<file path="src/rtl/maltsev_pkg.sv">
// rtl/maltsev_pkg.sv - shared types and defaults for the successor/iteration blocks
package maltsev_pkg;

  // Default operand/result width shared with the successor stage.
  localparam int BW_DEFAULT = 16;

  // Sequencer states for the iterated-successor loop.
  typedef enum logic [2:0] {
    IDLE      = 3'd0,
    ISSUE     = 3'd1,
    WAIT_ACK  = 3'd2,
    WAIT_DONE = 3'd3,
    GAP       = 3'd4,
    FINISH    = 3'd5
  } state_e;

endpackage

</file>
<file path="src/rtl/iteration_s_16.sv">
// rtl/iteration_s_16.sv - computes RES = X + N by driving a successor stage N times
module iteration_s_16
  import maltsev_pkg::*;
#(
  parameter int BW = BW_DEFAULT
) (
  input  logic          CLK,
  input  logic          RST,
  input  logic          ST,
  output logic          RD,
  input  logic [BW-1:0] X,
  input  logic [BW-1:0] N,
  output logic [BW-1:0] RES,
  output logic          S_ST,
  output logic [BW-1:0] S_IN,
  input  logic          S_RD,
  input  logic [BW-1:0] S_RES
);

  state_e        state_q, state_d;
  logic          stold_q;
  logic [BW-1:0] acc_q, acc_d;
  logic [BW-1:0] cnt_q, cnt_d;
  logic          rd_q, rd_d;
  logic [BW-1:0] res_q, res_d;
  logic          s_st_q, s_st_d;
  logic [BW-1:0] s_in_q, s_in_d;
  logic          start;

  // A start is a fresh ST rising edge seen while idle; edges while busy are dropped.
  assign start = ST && !stold_q && rd_q && (state_q == IDLE);

  // Next-state and registered-output logic. S_ST/S_IN are computed here one
  // cycle ahead so that they are high for exactly ISSUE, WAIT_ACK and WAIT_DONE.
  always_comb begin
    state_d = state_q;
    acc_d   = acc_q;
    cnt_d   = cnt_q;
    rd_d    = rd_q;
    res_d   = res_q;
    s_st_d  = s_st_q;
    s_in_d  = s_in_q;
    unique case (state_q)
      IDLE: begin
        if (start) begin
          acc_d = X;
          cnt_d = N;
          rd_d  = 1'b0;
          if (N == '0) begin
            // N=0 skips the child entirely; result is the operand itself.
            state_d = FINISH;
          end else begin
            state_d = ISSUE;
            s_st_d  = 1'b1;
            s_in_d  = X;
          end
        end
      end
      FINISH: begin
        res_d   = acc_q;
        rd_d    = 1'b1;
        state_d = IDLE;
      end
      ISSUE: begin
        state_d = WAIT_ACK;
      end
      WAIT_ACK: begin
        // Child has accepted once it drops its ready flag.
        if (!S_RD) begin
          state_d = WAIT_DONE;
        end
      end
      WAIT_DONE: begin
        if (S_RD) begin
          s_st_d = 1'b0;
          if (cnt_q == BW'(1)) begin
            res_d   = S_RES;
            rd_d    = 1'b1;
            state_d = IDLE;
          end else begin
            acc_d   = S_RES;
            cnt_d   = cnt_q - BW'(1);
            state_d = GAP;
          end
        end
      end
      GAP: begin
        // One low cycle on S_ST has elapsed, so the child will see a new edge.
        state_d = ISSUE;
        s_st_d  = 1'b1;
        s_in_d  = acc_q;
      end
      default: begin
        state_d = IDLE;
      end
    endcase
  end

  // State and datapath registers; reset aborts any run and clears the result.
  always_ff @(posedge CLK or posedge RST) begin
    if (RST) begin
      state_q <= IDLE;
      stold_q <= 1'b0;
      acc_q   <= '0;
      cnt_q   <= '0;
      rd_q    <= 1'b1;
      res_q   <= '0;
      s_st_q  <= 1'b0;
      s_in_q  <= '0;
    end else begin
      state_q <= state_d;
      stold_q <= ST;
      acc_q   <= acc_d;
      cnt_q   <= cnt_d;
      rd_q    <= rd_d;
      res_q   <= res_d;
      s_st_q  <= s_st_d;
      s_in_q  <= s_in_d;
    end
  end

  assign RD   = rd_q;
  assign RES  = res_q;
  assign S_ST = s_st_q;
  assign S_IN = s_in_q;

endmodule

</file>
<file path="config.mk">
export PLATFORM = sky130hd
export DESIGN_NAME = iteration_s_16
export DESIGN_NICKNAME = d
export VERILOG_FILES = /design/src/rtl/maltsev_pkg.sv /design/src/rtl/iteration_s_16.sv
export SDC_FILE = /design/constraint.sdc
export NUM_CORES = 1
export LEC_CHECK = 0
export ABC_AREA = 1
export CAP_MARGIN = 20
export CORE_UTILIZATION = 45
export CTS_CLUSTER_SIZE = 10
export DETAILED_ROUTE_END_ITERATION = 7
export PLACE_DENSITY = 0.82
export SLEW_MARGIN = 20
export SYNTH_ARGS = -nofsm -noshare
export SYNTH_HDL_FRONTEND = slang
export SYNTH_SLANG_ARGS = --single-unit
</file>
<file path="constraint.sdc">
create_clock -name CLK -period 2.4 [get_ports CLK]
set_clock_uncertainty 0.05 [all_clocks]
set_input_delay 0.24 -clock CLK [delete_from_list [all_inputs] [get_ports CLK]]
set_output_delay 0.24 -clock CLK [all_outputs]
set_load 0.01 [all_outputs]
</file>
==> results of run 1 <==
-- layout by cell type (no fill, tap or decap), types with 4 or more instances in the layout --
master           Yosys  layout
buf_12               0       4
buf_4                3       4
clkbuf_8             0      10
clkdlybuf4s50_1      0      85
dfrtp_1             69      69
inv_1               65      64
nand2_1            229     229
nand2_2              4       4
nand3_1             42      42
nor2_1              31      31
o21ai_0             42      42
o21ai_1             17      17
o21ai_2             22      22
-- sequential cells by signal (all words and copies together) (netlist names) --
signal   cells
state_q      3
acc_q       16
S_IN        16
RD           1
RES         16
stold_q      1
cnt_q       16
S_ST         1
-- worst paths after layout --
| check | endpoint | cells after the start |
|---|---|---|
| worst min-delay path | state_q[1]$_DFFE_PP0P_ | 3 |
| min in group CLK | stold_q$_DFF_PP0_ | 1 |
| worst max register to register | RES[12]$_DFFE_PP0P_ | 8 |
| worst max-delay path | RES[12]$_DFFE_PP0P_ | 8 |
| max in group asynchronous | cnt_q[0]$_DFFE_PP0P_ | 3 |
| worst min register to register | RES[11]$_DFFE_PP0P_ | 2 |
-- power groups by stage --
| stage | Sequential [mW] | Clock, mW | Combinational [mW] |
|---|---|---|---|
| floorplan | 2.18 | 0 | 2.51 |
| global route | 2.21 | 0.934 | 4.14 |
| CTS | 2.14 | 0.884 | 3.71 |
| detailed placement | 2.15 | 0 | 3.69 |
| finish | 2.14 | 0.873 | 3.71 |
| global placement | 2.12 | 0 | 3.54 |
-- metal layers --
layer | up-vias | part of all wire
met3 | 18 | 0.053
met4 | 0 | 0.021
met1 | 1827 | 0.45
met5 | - | 0
li1 | 1954 | -
met2 | 140 | 0.48
-- final cells by class --
class                   instances  area [um^2]
flip-flops and latches         70         1750
clock buffers                  11          141
clock inverters                 5         33.8
fillers                       786         3540
multi-input cells             411         1940
well taps                     108          135
repair buffers                 93          961
inverters                      67          251
-- kinds of logic after synthesis --
logic type / after synthesis
AND/OR/NAND/NOR: 323
buffers and inverters: 91
AO/OA/AOI/OAI: 86
flip-flops: 70
adder cells (fa/ha/maj): 2
-- critical path, delay by kind of cell (launching register included) --
family | cells | cell delay, ns
buffers and inverters | 4 | 0.95
AO/OA/AOI/OAI | 2 | 0.23
flip-flops | 1 | 0.42
AND/OR/NAND/NOR | 2 | 0.29
-- metrics by stage --
stage,cells,power [mW],utilization
2_1_floorplan,572,4.69,-
3_3_place_gp,749,5.67,0.576
3_5_place_dp,749,5.84,0.576
4_1_cts,765,6.73,0.596
5_1_grt,765,7.28,0.596
6_report,765,6.73,0.596
==> run metrics, run 1 <==
clock period minus worst slack 2.03 ns; synth top area cells dfrtp_1 42%, nand2_1 21%, inv_1 5.9%, nand3_1 5.1%, o21ai_0 5.1%; Critical Path AT 2.25 ns; Setup crit end kind register; combinational share of power 0.552; data required time of the critical path 2.62 ns; slowest library cell on the worst path dfrtp_1; Core ar. 8760 um^2; Fin Setup TNS 0 ns; CP Launch Type register; Area Growth Syn to Fin 27.2%; Synth Flop Type dfrtp_1; nets 706; largest family of logic cells by synthesized area simple AND/OR/NAND/NOR gates; GR met1 Demand/Resource 0.295; top-count cell post-synth nand2_1; crit-path max FO 30; GRT Residual Overflow 0; worst-case vdd ir drop 0.000512 V; layout cells sized above 1 0.104; Die Y 97.5 um; Synth Area in Compound Gates 0.127; number of global-route vias before repair 3740; Max Clk Rate 0.493 GHz; GP Congestion 0.921; worst r2r src state_q[2]$_DFFE_PP0P_; drt pass-1 iters 5; synthesized flop and latch total 70; worst-margin pin slew 0.485 ns; clock share of power 0.130; die width 97.5 um; Port Buffers 85; R2R setup slack 0.37 ns; Mapped Area 4100 um^2; first-pass GRT wire length 17300 um; Adder-Cell Fraction of Synth Area 0.00610; Slew Limit Fails 0; post-layout instance area 5220 um^2; DR iter-0 viols 241; internal power 3.68 mW; Initial Utilization 0.468; HP Class primary input to async pin; Worst-Skew Late Latency 0.34 ns; post-DR wirelength/cell 13.5 um; dominant cell type by area after synthesis dfrtp_1; P_sw 3.04 mW; Setup violations, final 0; PwrDens 1290 nW/um^2; Max-cap violations 0; crit path cell chain inv_2, nand3_4, inv_2, buf_4, nand2_1, o21ai_0, inv_1, o21ai_1; crit path from state_q[2]$_DFFE_PP0P_; Top Usage Layer GRT met2; Cells after Synth 572; clock root buffer clkbuf_8; clock-pin transition on the worst setup and hold timing paths 0.08 ns; post-synthesis xor/xnor area fraction 0; mean post-synth cell area 7.17 um^2; Post-synth EDFFs 0; # rows 34; detailed placer's ending HPWL 7380 um; final hold violation count 0; vias per cell 5.15; clk buf depth 2; sequential fraction of the synthesis area 0.427; Final ANT Viol Nets 0; Post-CTS Setup Bufs 0; TritonCTS Buffers 9; largest net degree at the start of global routing 71; initial antenna violation count 0; Synth Net Count 626; CP peak stage delay 0.42 ns; Slew Limit Headroom 0.676; Seq pwr share 0.318; Post-CTS Resized 0; GRT Overall Usage 0.224; most frequent CP cell inv_2; ANT cells 0; Cell Area, Placed 5040 um^2; Max H-tree Level 3; Commonest cells post-synth 229 x nand2_1, 69 x dfrtp_1, 65 x inv_1; hold_buf cts 0; type of the worst setup path register to register; M3 GR Usage 0.0396; Async SR Flop Fraction 1.00; final period utilization 0.846; total number of vias 3939; Die ar. 9500 um^2; TritonCTS clock tree done; Pleak 2.58 nW; met2 Track Usage GR 0.368; # DRC 0; RSZ-0062 raised after global routing no; boundary pin count 86; multiplexer share of the synthesized area 0; post-synth cell types 30; Synth top area share 0.421; Synth Area in Simple Gates 0.341; outcome complete, no violations; Place WS 0.366 ns; DRT Wirelength 10400 um; Worst Slack Setup Final 0.371 ns; synthesis warning total 0; clock sink total 70; Hold WS 0.221 ns; Switching Share 0.452
Power figures use the tool's default switching activity.
==> run 2: changes to the inputs <==
==> constraint.sdc (replaced) <==
create_clock -name CLK -period 2 [get_ports CLK]
set_clock_uncertainty 0.05 [all_clocks]
set_input_delay 0.2 -clock CLK [delete_from_list [all_inputs] [get_ports CLK]]
set_output_delay 0.2 -clock CLK [all_outputs]
set_load 0.01 [all_outputs]
==> run 2 against run 1 <==
Against the previous run: fmax increased by 9.0%; non-clock buffer count increased by 1; die area did not move; largest cell class unchanged; highest routed layer unchanged.
==> run metrics, run 2 (synthesis results as in run 1) <==
Slew Limit Fails 0 (unchanged); final period utilization 0.931 (+0.0854); cell family with most CP delay simple AND/OR/NAND/NOR gates; drt pass-1 iters 5 (unchanged); Core ar. 8760 um^2 (unchanged); total number of vias 3976 (+0.94%); vias per cell 5.18 (+0.68%); Worst-Skew Late Latency 0.35 ns (about the same); Final Util 0.604 (+0.00842); Die ar. 9500 um^2 (unchanged); final hold violation count 0 (unchanged); crit path cell chain inv_2, nand3_4, buf_4, nand2_1, nand3_4, nand2_1, o21ai_1; Setup violations, final 0 (unchanged); Seq pwr share 0.304 (-0.014); largest net degree at the start of global routing 71 (unchanged); # DRC 0 (unchanged); layout cells sized above 1 0.109 (+0.00576); ANT cells 0 (unchanged); crit-path max FO 24 (-20%); internal power 4.67 mW (+27%); Buf/Inv on CP 2 (-2); Port Buffers 85 (unchanged); Slew Limit Headroom 0.686 (+0.0107); HP Class primary input to async pin; Final ANT Viol Nets 0 (unchanged); initial antenna violation count 0 (unchanged); Initial Utilization 0.468 (unchanged); die width 97.5 um (unchanged); Worst Slack Setup Final 0.138 ns (-0.233 ns); most common cell after layout, fill and taps aside nand2_1; data required time of the critical path 2.19 ns (-0.43 ns); boundary pin count 86 (unchanged); clock-pin transition on the worst setup and hold timing paths 0.09 ns (about the same); RSZ-0062 raised after global routing no; Post-CTS Setup Bufs 0 (unchanged); post-route insts no fill 767 (+0.26%); Switching Share 0.448 (-0.00464); post-DR wirelength/cell 14.0 um (+3.6%); TritonCTS clock tree done; Area Growth Syn to Fin 29.0%; worst-margin pin slew 0.470 ns (-0.0149 ns); CP Launch Type register; detailed placer's ending HPWL 7390 um (+0.16%); number of global-route vias before repair 3851 (+3.0%); Place WS 0.0503 ns (-0.315 ns); combinational share of power 0.538 (-0.014); PwrDens 1600 nW/um^2 (+24%); GRT Residual Overflow 0 (unchanged); Hold WS 0.234 ns (+0.0132 ns); slowest library cell on the worst path dfrtp_1; Fin Setup TNS 0 ns (unchanged); outcome complete, no violations; GRT Overall Usage 0.235 (+0.0110); clock period minus worst slack 1.86 ns (-0.167 ns); most frequent cells in the layout 228 x nand2_1, 85 x clkdlybuf4s50_1, 69 x dfrtp_1, 64 x inv_1; TritonCTS Buffers 9 (unchanged); Cell Area, Placed 5040 um^2 (about the same); Max H-tree Level 3 (unchanged); DRT Wirelength 10800 um (+3.9%); first-pass GRT wire length 18100 um (+4.6%); Pleak 2.60 nW (+0.89%); Max Clk Rate 0.537 GHz (+9.0%); type of the worst setup path register to register; Critical Path AT 2.05 ns (-0.20 ns); Post-CTS Resized 0 (unchanged); clock sink total 70 (unchanged); CP peak stage delay 0.41 ns (about the same); clk buf depth 2 (unchanged); post-layout instance area 5290 um^2 (+1.4%); P_sw 3.78 mW (+24%); Max-cap violations 0 (unchanged); # rows 34 (unchanged); total power 8.46 mW (+26%); Inst Count DP 750 (+0.13%); hold_buf cts 0 (unchanged); clock root buffer clkbuf_8; Setup crit end kind register; DR iter-0 viols 296 (+23%); nets 708 (+0.28%); GP Congestion 0.883 (-4.2%); clock share of power 0.158 (+0.028); Die Y 97.5 um (unchanged); worst-case vdd ir drop 0.000651 V (+27%)
==> run 2: changes by cell type in the layout (fill, tap and decap cells not counted), sizes merged <==
cell,before,now
nand3,48,49
buf,8,9
clkbuf,11,9
bufinv,0,2
==> run 2: power by group through the flow <==
| stage | sequential (mW) | combinational [mW] | clock, mW |
|---|---|---|---|
| floorplan | 2.62 | 3.01 | 0 |
| global placement | 2.55 | 4.28 | 0 |
| detailed placement | 2.57 | 4.46 | 0 |
| CTS | 2.56 | 4.49 | 1.35 |
| global route | 2.65 | 5.10 | 1.42 |
| finish | 2.57 | 4.55 | 1.34 |
==> run 2: final timing paths <==
path / start / endpoint / slack (ns) / cells past startpoint
worst max register to register: state_q[2]$_DFFE_PP0P_ / RES[7]$_DFFE_PP0P_ / 0.14 / 7
worst max-delay path: state_q[2]$_DFFE_PP0P_ / RES[7]$_DFFE_PP0P_ / 0.14 / 7
max in group asynchronous: RST / RD$_DFFE_PP1P_ / 1.35 / 3
min in group CLK: ST / stold_q$_DFF_PP0_ / 0.28 / 1
worst min-delay path: RST / S_IN[12]$_DFFE_PP0P_ / 0.23 / 3
worst min register to register: RD$_DFFE_PP1P_ / RD$_DFFE_PP1P_ / 0.44 / 2
==> run 2: cell type report <==
cell class	count	area, um^2
Inverter	67	256
Fill cell	761	3470
Tap cell	108	135
Clock buffer	9	124
Sequential cell	70	1750
Multi-Input combinational cell	412	1960
Timing Repair Buffer	94	956
Clock inverter	7	105
==> run 2: tightest hold or removal path, stage by stage <==
cell and delay [ns]:
clkdlybuf4s50_1 0.44, clkinvlp_4 0.09, buf_12 0.31
==> run 2: metal layers <==
| layer | wire, um | global-route usage |
|---|---|---|
| met1 | 4660 | 0.318 |
| met2 | 5290 | 0.381 |
| met3 | 621 | 0.0439 |
| met4 | 187 | 0.0769 |
| met5 | 0 | 0 |
==> run 3: changes to the inputs <==
--- a/config.mk
+++ b/config.mk
@@ -10,6 +10,7 @@
 export CORE_UTILIZATION = 45
 export CTS_CLUSTER_SIZE = 10
 export DETAILED_ROUTE_END_ITERATION = 7
+export HOLD_SLACK_MARGIN = 0.03
 export PLACE_DENSITY = 0.82
 export SLEW_MARGIN = 20
 export SYNTH_ARGS = -nofsm -noshare
==> results of run 3 <==
No change in the layout: final DEF, timing and power equal those of run 2.
